## config.mk

```make
export PLATFORM = sky130hd
export DESIGN_NAME = axi_sram_arbiter
export DESIGN_NICKNAME = d
export VERILOG_FILES = /design/src/rtl/axi_sram_arbiter.sv
export SDC_FILE = /design/constraint.sdc
export NUM_CORES = 1
export LEC_CHECK = 0
export BUFFER_PORTS_ARGS = -buffer_cell sky130_fd_sc_hd__buf_2
export CORE_AREA = 2 2 152 154
export CTS_BUF_LIST = sky130_fd_sc_hd__clkbuf_4 sky130_fd_sc_hd__clkbuf_8
export CTS_CLUSTER_DIAMETER = 100
export DETAILED_ROUTE_END_ITERATION = 10
export DIE_AREA = 0 0 154 156
export PLACE_DENSITY = 0.64
export RECOVER_POWER = 100
export SYNTH_ARGS = -nofsm -noshare
export SYNTH_HDL_FRONTEND = slang
export SYNTH_SLANG_ARGS = --single-unit
```

## constraint.sdc

```tcl
create_clock -name clk -period 4.84 [get_ports clk]
set_clock_uncertainty 0.1 [all_clocks]
set_input_delay 0.242 -clock clk [delete_from_list [all_inputs] [get_ports clk]]
set_output_delay 0.242 -clock clk [all_outputs]
set_load 0.05 [all_outputs]
```

## src/rtl/axi_sram_arbiter.sv

```systemverilog
// axi_sram_arbiter
// Bridges the instruction-fetch and data SRAM-like masters onto one AXI3 master port.
// Reads: one outstanding at a time. Data reads have priority over instruction reads.
// Writes: one outstanding store, sequenced independently of reads.
// A read is held off while it targets the word of the in-flight store.
//
// Ports:
//   clk, reset          single clock, synchronous active-high reset
//   inst_sram_*         fetch request (read only) and its accept/completion/data
//   data_sram_*         load/store request and its accept/completion/data
//   ar*, r*             AXI read address / read data channels
//   aw*, w*, b*         AXI write address / write data / write response channels
module axi_sram_arbiter (
  input  logic        clk,
  input  logic        reset,
  // instruction SRAM-like port
  input  logic        inst_sram_req,
  input  logic        inst_sram_wr,
  input  logic [1:0]  inst_sram_size,
  input  logic [31:0] inst_sram_addr,
  output logic        inst_sram_addr_ok,
  output logic        inst_sram_data_ok,
  output logic [31:0] inst_sram_rdata,
  // data SRAM-like port
  input  logic        data_sram_req,
  input  logic        data_sram_wr,
  input  logic [1:0]  data_sram_size,
  input  logic [31:0] data_sram_addr,
  input  logic [31:0] data_sram_wdata,
  output logic        data_sram_addr_ok,
  output logic        data_sram_data_ok,
  output logic [31:0] data_sram_rdata,
  // AXI read address
  output logic [3:0]  arid,
  output logic [31:0] araddr,
  output logic [7:0]  arlen,
  output logic [2:0]  arsize,
  output logic [1:0]  arburst,
  output logic [1:0]  arlock,
  output logic [3:0]  arcache,
  output logic [2:0]  arprot,
  output logic        arvalid,
  input  logic        arready,
  // AXI read data
  input  logic [3:0]  rid,
  input  logic [31:0] rdata,
  input  logic [1:0]  rresp,
  input  logic        rlast,
  input  logic        rvalid,
  output logic        rready,
  // AXI write address
  output logic [3:0]  awid,
  output logic [31:0] awaddr,
  output logic [7:0]  awlen,
  output logic [2:0]  awsize,
  output logic [1:0]  awburst,
  output logic [1:0]  awlock,
  output logic [3:0]  awcache,
  output logic [2:0]  awprot,
  output logic        awvalid,
  input  logic        awready,
  // AXI write data
  output logic [3:0]  wid,
  output logic [31:0] wdata,
  output logic [3:0]  wstrb,
  output logic        wlast,
  output logic        wvalid,
  input  logic        wready,
  // AXI write response
  input  logic [3:0]  bid,
  input  logic [1:0]  bresp,
  input  logic        bvalid,
  output logic        bready
);

  typedef enum logic [1:0] {RIdle, RAr, RR} r_state_e;
  typedef enum logic [1:0] {WIdle, WAw, WB} w_state_e;

  r_state_e    r_state_q;
  logic [31:0] r_addr_q;
  logic [1:0]  r_size_q;
  logic        r_id_q;

  w_state_e    w_state_q;
  logic [31:0] w_addr_q;
  logic [31:0] w_data_q;
  logic [3:0]  w_strb_q;
  logic [1:0]  w_size_q;
  logic        awvalid_q;
  logic        wvalid_q;

  logic        w_busy;
  logic        data_rd_req, data_wr_req;
  logic        data_rd_hit, inst_rd_hit;
  logic        data_rd_acc, inst_rd_acc, data_wr_acc;
  logic        rd_ret, rd_ret_data;
  logic        b_fire;
  logic [3:0]  new_strb;
  logic        aw_done, w_done;

  // Status fields and the unused fetch write strobe carry no information here.
  logic unused_inputs;
  assign unused_inputs = ^{inst_sram_wr, rresp, rlast, bid, bresp};

  // Request decode and read-after-write hazard (word granularity).
  always_comb begin
    w_busy      = (w_state_q != WIdle);
    data_rd_req = data_sram_req & ~data_sram_wr;
    data_wr_req = data_sram_req & data_sram_wr;
    data_rd_hit = w_busy & (data_sram_addr[31:2] == w_addr_q[31:2]);
    inst_rd_hit = w_busy & (inst_sram_addr[31:2] == w_addr_q[31:2]);
    data_rd_acc = (r_state_q == RIdle) & data_rd_req & ~data_rd_hit;
    // A blocked data read does not stall the fetch port.
    inst_rd_acc = (r_state_q == RIdle) & inst_sram_req & ~inst_rd_hit & ~data_rd_acc;
    data_wr_acc = (w_state_q == WIdle) & data_wr_req;
  end

  always_comb begin
    unique case (data_sram_size)
      2'd0:    new_strb = 4'b0001 << data_sram_addr[1:0];
      2'd1:    new_strb = 4'b0011 << data_sram_addr[1:0];
      default: new_strb = 4'b1111;
    endcase
  end

  always_comb begin
    rd_ret      = (r_state_q == RR) & rvalid;
    rd_ret_data = rd_ret & (rid == 4'd1);
    // Hold off the write response while a data read returns, so the data port
    // never sees two completions in one cycle.
    bready      = (w_state_q == WB) & ~rd_ret_data;
    b_fire      = bvalid & bready;
    aw_done     = ~awvalid_q | awready;
    w_done      = ~wvalid_q | wready;
  end

  assign inst_sram_addr_ok = inst_rd_acc;
  assign data_sram_addr_ok = data_rd_acc | data_wr_acc;
  assign inst_sram_data_ok = rd_ret & (rid == 4'd0);
  assign data_sram_data_ok = rd_ret_data | b_fire;
  assign inst_sram_rdata   = rdata;
  assign data_sram_rdata   = rdata;

  // Read channel outputs
  assign arid    = {3'b000, r_id_q};
  assign araddr  = r_addr_q;
  assign arlen   = 8'd0;
  assign arsize  = {1'b0, r_size_q};
  assign arburst = 2'b01;
  assign arlock  = 2'b00;
  assign arcache = 4'd0;
  assign arprot  = 3'd0;
  assign arvalid = (r_state_q == RAr);
  assign rready  = (r_state_q == RR);

  // Write channel outputs
  assign awid    = 4'd1;
  assign awaddr  = w_addr_q;
  assign awlen   = 8'd0;
  assign awsize  = {1'b0, w_size_q};
  assign awburst = 2'b01;
  assign awlock  = 2'b00;
  assign awcache = 4'd0;
  assign awprot  = 3'd0;
  assign awvalid = awvalid_q;
  assign wid     = 4'd1;
  assign wdata   = w_data_q;
  assign wstrb   = w_strb_q;
  assign wlast   = 1'b1;
  assign wvalid  = wvalid_q;

  // Read FSM
  always_ff @(posedge clk) begin
    if (reset) begin
      r_state_q <= RIdle;
      r_addr_q  <= 32'd0;
      r_size_q  <= 2'd0;
      r_id_q    <= 1'b0;
    end else begin
      unique case (r_state_q)
        RIdle: begin
          if (data_rd_acc) begin
            r_addr_q  <= data_sram_addr;
            r_size_q  <= data_sram_size;
            r_id_q    <= 1'b1;
            r_state_q <= RAr;
          end else if (inst_rd_acc) begin
            r_addr_q  <= inst_sram_addr;
            r_size_q  <= inst_sram_size;
            r_id_q    <= 1'b0;
            r_state_q <= RAr;
          end
        end
        RAr: if (arready) r_state_q <= RR;
        RR:  if (rvalid) r_state_q <= RIdle;
        default: r_state_q <= RIdle;
      endcase
    end
  end

  // Write FSM
  always_ff @(posedge clk) begin
    if (reset) begin
      w_state_q <= WIdle;
      w_addr_q  <= 32'd0;
      w_data_q  <= 32'd0;
      w_strb_q  <= 4'd0;
      w_size_q  <= 2'd0;
      awvalid_q <= 1'b0;
      wvalid_q  <= 1'b0;
    end else begin
      unique case (w_state_q)
        WIdle: begin
          if (data_wr_acc) begin
            w_addr_q  <= data_sram_addr;
            w_data_q  <= data_sram_wdata;
            w_strb_q  <= new_strb;
            w_size_q  <= data_sram_size;
            awvalid_q <= 1'b1;
            wvalid_q  <= 1'b1;
            w_state_q <= WAw;
          end
        end
        WAw: begin
          // AW and W handshakes complete independently, in either order.
          if (awready) awvalid_q <= 1'b0;
          if (wready)  wvalid_q  <= 1'b0;
          if (aw_done && w_done) w_state_q <= WB;
        end
        WB: if (b_fire) w_state_q <= WIdle;
        default: w_state_q <= WIdle;
      endcase
    end
  end

endmodule
```

=== Word level (Yosys, flattened, before mapping) ===
Index checks and enable logic that the tools add are counted.
W data, S select, Z words.

* Output and inout port bits: 230
* Logic and storage cells: 90
* Bits of input ports: 156
* Flip-flop bits (word level): 111

* Muxes and demuxes: 21
* Shift-type cells: 2
* Equal/unequal tests: 16
* Reduce and logical (&&, ||, !) cells: 14
* Bitwise logic cells: 26

{| class="wikitable"
|+ Operators with widths
! kind !! count
|-
| $mux W32 || 2
|-
| $eq A30 B30 Y1 || 2
|-
| $mux W2 || 9
|-
| $and A1 B1 Y1 || 15
|-
| $ne A2 B2 Y1 const B || 6
|-
| $pmux W2 S3 || 2
|-
| $reduce_and A3 Y1 || 4
|-
| $pmux W4 S2 || 1
|-
| $not A1 Y1 || 7
|-
| $eq A2 B1 Y1 const B || 3
|-
| $logic_not A2 Y1 || 3
|-
| $reduce_bool A2 Y1 || 3
|-
| $mux W1 || 5
|-
| $eq A2 B2 Y1 const B || 2
|-
| $eq A4 B1 Y1 const B || 1
|-
| $logic_not A4 Y1 || 1
|-
| $or A1 B1 Y1 || 4
|-
| $pmux W1 S2 || 2
|-
| $reduce_and A2 Y1 || 2
|-
| $shl A1 B2 Y4 const A || 1
|-
| $shl A2 B2 Y4 const A || 1
|-
| $ne A3 B3 Y1 const B || 1
|-
| $ne A2 B1 Y1 const B || 1
|-
| $logic_and A1 B1 Y1 || 1
|}

=== Depth between registers and ports, before layout ===
* Depth after elaboration: 9
* Depth in mapped cells: 8
* Depth with buffers taken out: 6

=== Worst setup path after synthesis ===
OpenSTA, ideal clock, no wires.

* Kind: register to output
* Start: register w_addr_q[29] (netlist: awaddr[29])
* End: output port inst_sram_addr_ok
* Cell stages (with the launch flop): 7
* Setup slack: 2.004 ns
* Path buffers: 1
* Data arrival time: 2.494 ns
* Data required time: 4.498 ns
* Cell sequence: dfxtp_1 -> xor2_1 -> nor4_1 -> nand4_1 -> o2111ai_2 -> buf_2 -> nor2b_1

* Word-level cells in the longest chain between the ends: 6
* Elaborated cells on any way between the ends: 10
* Those cells by class: eq/ne (2); bitwise (8)

{| class="wikitable"
|+ Ends and longest elaborated chain
! item !! RTL line !! source
|-
| from (decl) || 85 || <nowiki>logic [31:0] w_addr_q;</nowiki>
|-
| from (signal assigned) || 215 || <nowiki>w_addr_q <= data_sram_addr;</nowiki>
|-
| $eq A30 B30 Y1 || 110 || <nowiki>data_rd_hit = w_busy & (data_sram_addr[31:2] == w_addr_q[31:2]);</nowiki>
|-
| $and A1 B1 Y1 || 110 ||
|-
| $not A1 Y1 || 112 || <nowiki>data_rd_acc = (r_state_q == RIdle) & data_rd_req & ~data_rd_hit;</nowiki>
|-
| $and A1 B1 Y1 || 112 ||
|-
| $not A1 Y1 || 114 || <nowiki>inst_rd_acc = (r_state_q == RIdle) & inst_sram_req & ~inst_rd_hit & ~data_rd_acc;</nowiki>
|-
| $and A1 B1 Y1 (*) || 114 ||
|-
| to (decl) || 21 || <nowiki>output logic inst_sram_addr_ok,</nowiki>
|}

Every way passes the cells marked *; elsewhere a longest branch is shown, timed or not.

=== Worst setup path after layout ===
* Start: input port data_sram_addr[12]
* End: output port inst_sram_addr_ok

* Word-level cells in the longest chain between the ends: 6

{| class="wikitable"
|+ Ends and longest elaborated chain
! item !! RTL line !! source
|-
| from (decl) || 28 || <nowiki>input logic [31:0] data_sram_addr,</nowiki>
|-
| $eq A30 B30 Y1 || 110 ||
|-
| $and A1 B1 Y1 || 110 ||
|-
| $not A1 Y1 || 112 ||
|-
| $and A1 B1 Y1 || 112 ||
|-
| $not A1 Y1 || 114 ||
|-
| $and A1 B1 Y1 || 114 ||
|}

No other way between the ends.

==> key figures <==
Synthesis
  • Yosys cell types: 28
  • Mapped Area: around 0.006 mm^2
  • Syn Inst Count: 708
  • Seq/Total Area, Yosys: 0.3729
  • Mean post-synth cell area: approximately 8.4 um^2
  • Number of synthesized register bits: roughly 110
  • Yosys warns: 0

Timing
  • WHS: 0.02999 ns
  • Fmax: between 200 and 300 MHz
  • Crit path time final: about 3.8 ns
  • Unrepaired setup endpoints after global routing: no
  • Worst slew pin tran: 3.214 ns
  • Slew HR: -1.142
  • Fin crit share: 0.7929
  • Final setup violation count: 0
  • Final Worst Setup Slack: ~1.0 ns
  • Max-slew violations: between 60 and 70
  • Setup TNS: 0 ns
  • Hold Violations, Final: 0

Cells and area
  • Nets@finish: about 1100
  • Antenna Cells: 0
  • Layout cells sized above 1: 0.1752
  • Layout area overhead: 20.11%
  • Finished Layout Cells: 1187

Critical path
  • Delay-heaviest family, CP: buffers and inverters
  • Crit end category: output pin
  • Arr. time, crit path: about 3.5 ns
  • CP Launch Type: input pin
  • Crit-path max FO: 23
  • Worst setup path class: in -> out
  • Crit-path max cell delay: just under 1 ns
  • Worst path cell trace: dlygate4sd3_1 > buf_2 > xor2_1 > nor4_1 > nand4_1 > o2111ai_2 > nor2b_1 > clkbuf_1
  • CP Buf/Inv Count: 3
  • Required time of the critical path: between 4 and 5 ns
  • CP max-delay cell: o2111ai_2

Clock network
  • Setup bufs post-CTS: 0
  • Total CTS buffers: 9
  • Clk slew on worst S/H paths: roughly 0.1 ns
  • CTS sink cnt: between 100 and 150
  • Htree depth: 3
  • Clock tree buffer depth: 2
  • Root Buffer Master: clkbuf_8
  • TritonCTS clock tree: yes
  • Cts repair resizes: 0
  • Cts hold-fix bufs: 51
  • Worst-Skew Late Latency: 0.38 ns

Drt
  • DRT iter0 DRCs: about 250
  • Final WL: 18250 um
  • DRT Pass-1 Iters: 4
  • Via Count: between 5000 and 6000
  • Residual DRC: 0
  • Post-DRT Antenna Nets: 0
  • DR top layer: met5
  • Routed wl met2: between 8000 and 9000 um
  • Average wire per standard cell: approximately 15 um
  • Via/cell ratio: ~4.3
  • Met1 wire length: slightly below 8000 um
  • Met3 wire len: about 1200 um

Status
  • Failing checks: max-capacitance violations, max-slew violations
  • Run status: finished with violations

Pwr
  • Cell internal pwr: around 1.4 mW
  • PD cells: ~330 mW/mm^2
  • Switching share of power: 0.3857
  • Leak Pwr: a little over 3 nW
  • Clock power frac: 0.253
  • Combinational Power Share: 0.310
  • Sequential share of power: 0.437
  • Sw Pwr: ~900 uW
  • Worst vdd ir: about 0.11 mV
  • Pwr Total: 2.331 mW

Global routing
  • Initial antenna violation count: 2
  • Gr usage total: 0.1460
  • GR Overflow Total: 0
  • First-pass GRT wire length: roughly 27000 um
  • Vias in the first global route: approximately 5000
  • Largest net degree at the start of global routing: 68

Floorplanning
  • Core area: around 0.022 mm^2
  • Die area: around 0.024 mm^2
  • Die W: about 150 um
  • IO Pins: between 300 and 400
  • Starting Density: 0.2665
  • # rows: 55
  • Die height: ~160 um

Placed design
  • # port buffers: 227
  • Pre-CTS setup slack: 1.549 ns
  • Post-DP HPWL: 13300 um
  • Placer Congestion: around 0.77
  • Placed cells: approximately 1100

Hold path
  • HP Class: in -> reg

Run
  • Max Cap Viol: 1
[Yosys cell counts (all sizes together)]
library cell	number	area share
a211oi	35	0.067
a21oi	74	0.062
a31oi	3	0.0031
and3	1	0.0011
buf	128	0.17
clkbuf	27	0.017
conb	2	0.0013
dfxtp	111	0.37
inv	7	0.0044
mux2i	34	0.057
nand2	137	0.086
nand2b	4	0.0042
nand3	2	0.0017
nand4	4	0.0042
nor2	47	0.030
nor2b	4	0.0042
nor3	6	0.0050
nor4	15	0.016
o2111ai	1	0.0025
o211ai	1	0.0021
o21ai	2	0.0017
o22ai	1	0.0011
or3	2	0.0021
xor2	60	0.088
[placed cells by master, fill, tap and decap left out, drive strengths merged, types with 6 or more instances in the layout]
master and count:
nor3 6, nor2 47, inv 7, xor2 60
nor4 15, nand2 137, mux2i 34, dlygate4sd3 51
buf 116, a21oi 74, conb 52, clkbuf 129
dfxtp 111, a211oi 35
[logic make-up after synthesis]
family	Yosys count	synth area share
other	2	0.001260
buffers and inverters	162	0.1871
XOR/XNOR	60	0.08818
multiplexers	34	0.05711
AND/OR/NAND/NOR	222	0.1541
flip-flops	111	0.3729
AO/OA/AOI/OAI	117	0.1394
[sequential cells by signal, indices dropped and copies added (netlist names), 2 cells and up]
signal and cells:
araddr 32, wdata 32, awaddr 32, wstrb 4
r_state_q 2, w_state_q 2, w_size_q 2, r_size_q 2
[path summary, 6_finish.rpt]
check	cells past startpoint	startpoint	slack (ns)	endpoint
max	8	data_sram_addr[12]	1.00	inst_sram_addr_ok
min	3	data_sram_addr[31]	0.03	awaddr[31]$_SDFFE_PP0P_
max reg2reg	7	awaddr[13]$_SDFFE_PP0P_	1.20	r_size_q[1]$_SDFFE_PP0P_
min reg2reg	2	wdata[15]$_SDFFE_PP0P_	0.36	wdata[15]$_SDFFE_PP0P_
[power by group through the flow]
stage / Clock (mW) / Sequential, mW / Combinational (mW)
after global placement: 0 / 1.03 / 0.709
after CTS: 0.625 / 1.02 / 0.748
final: 0.591 / 1.02 / 0.722
after floorplan: 0 / 1.24 / 0.496
after global routing: 0.659 / 1.03 / 0.768
after detailed placement: 0 / 1.04 / 0.715
[metrics by stage]
stage	instance area, um^2	utilization
3_3_place_gp	6638	0.2968
5_1_grt	7158	0.3201
3_5_place_dp	6638	0.2968
4_1_cts	7351	0.3287
2_1_floorplan	6147	-
6_report	7158	0.3201
[final cells by class]
| cell class | instances | area, um^2 |
|---|---|---|
| well taps | 285 | 356.6 |
| repair buffers | 283 | 1549 |
| clock buffers | 13 | 160.2 |
| clock inverters | 3 | 42.54 |
| multi-input cells | 485 | 2801 |
| inverters | 7 | 26.28 |
| fillers | 2419 | 15210 |
| flip-flops and latches | 111 | 2222 |
[worst reg2reg max path, cell delays in order (launching register included)]
cell and delay [ns]:
dfxtp_1 0.43, xor2_1 0.17, nor4_1 0.57, nand4_1 0.25, o211ai_4 0.59, clkbuf_2 0.84
mux2i_1 0.34, a211oi_2 0.09
[metal layers]
layer  track usage  vias to the layer above
met4       0.03916                        2
met5             0                        -
met2        0.2530                      202
li1              -                     2543
met1        0.1766                     2353
met3       0.04306                       26
(Power assumes the default switching activity.)
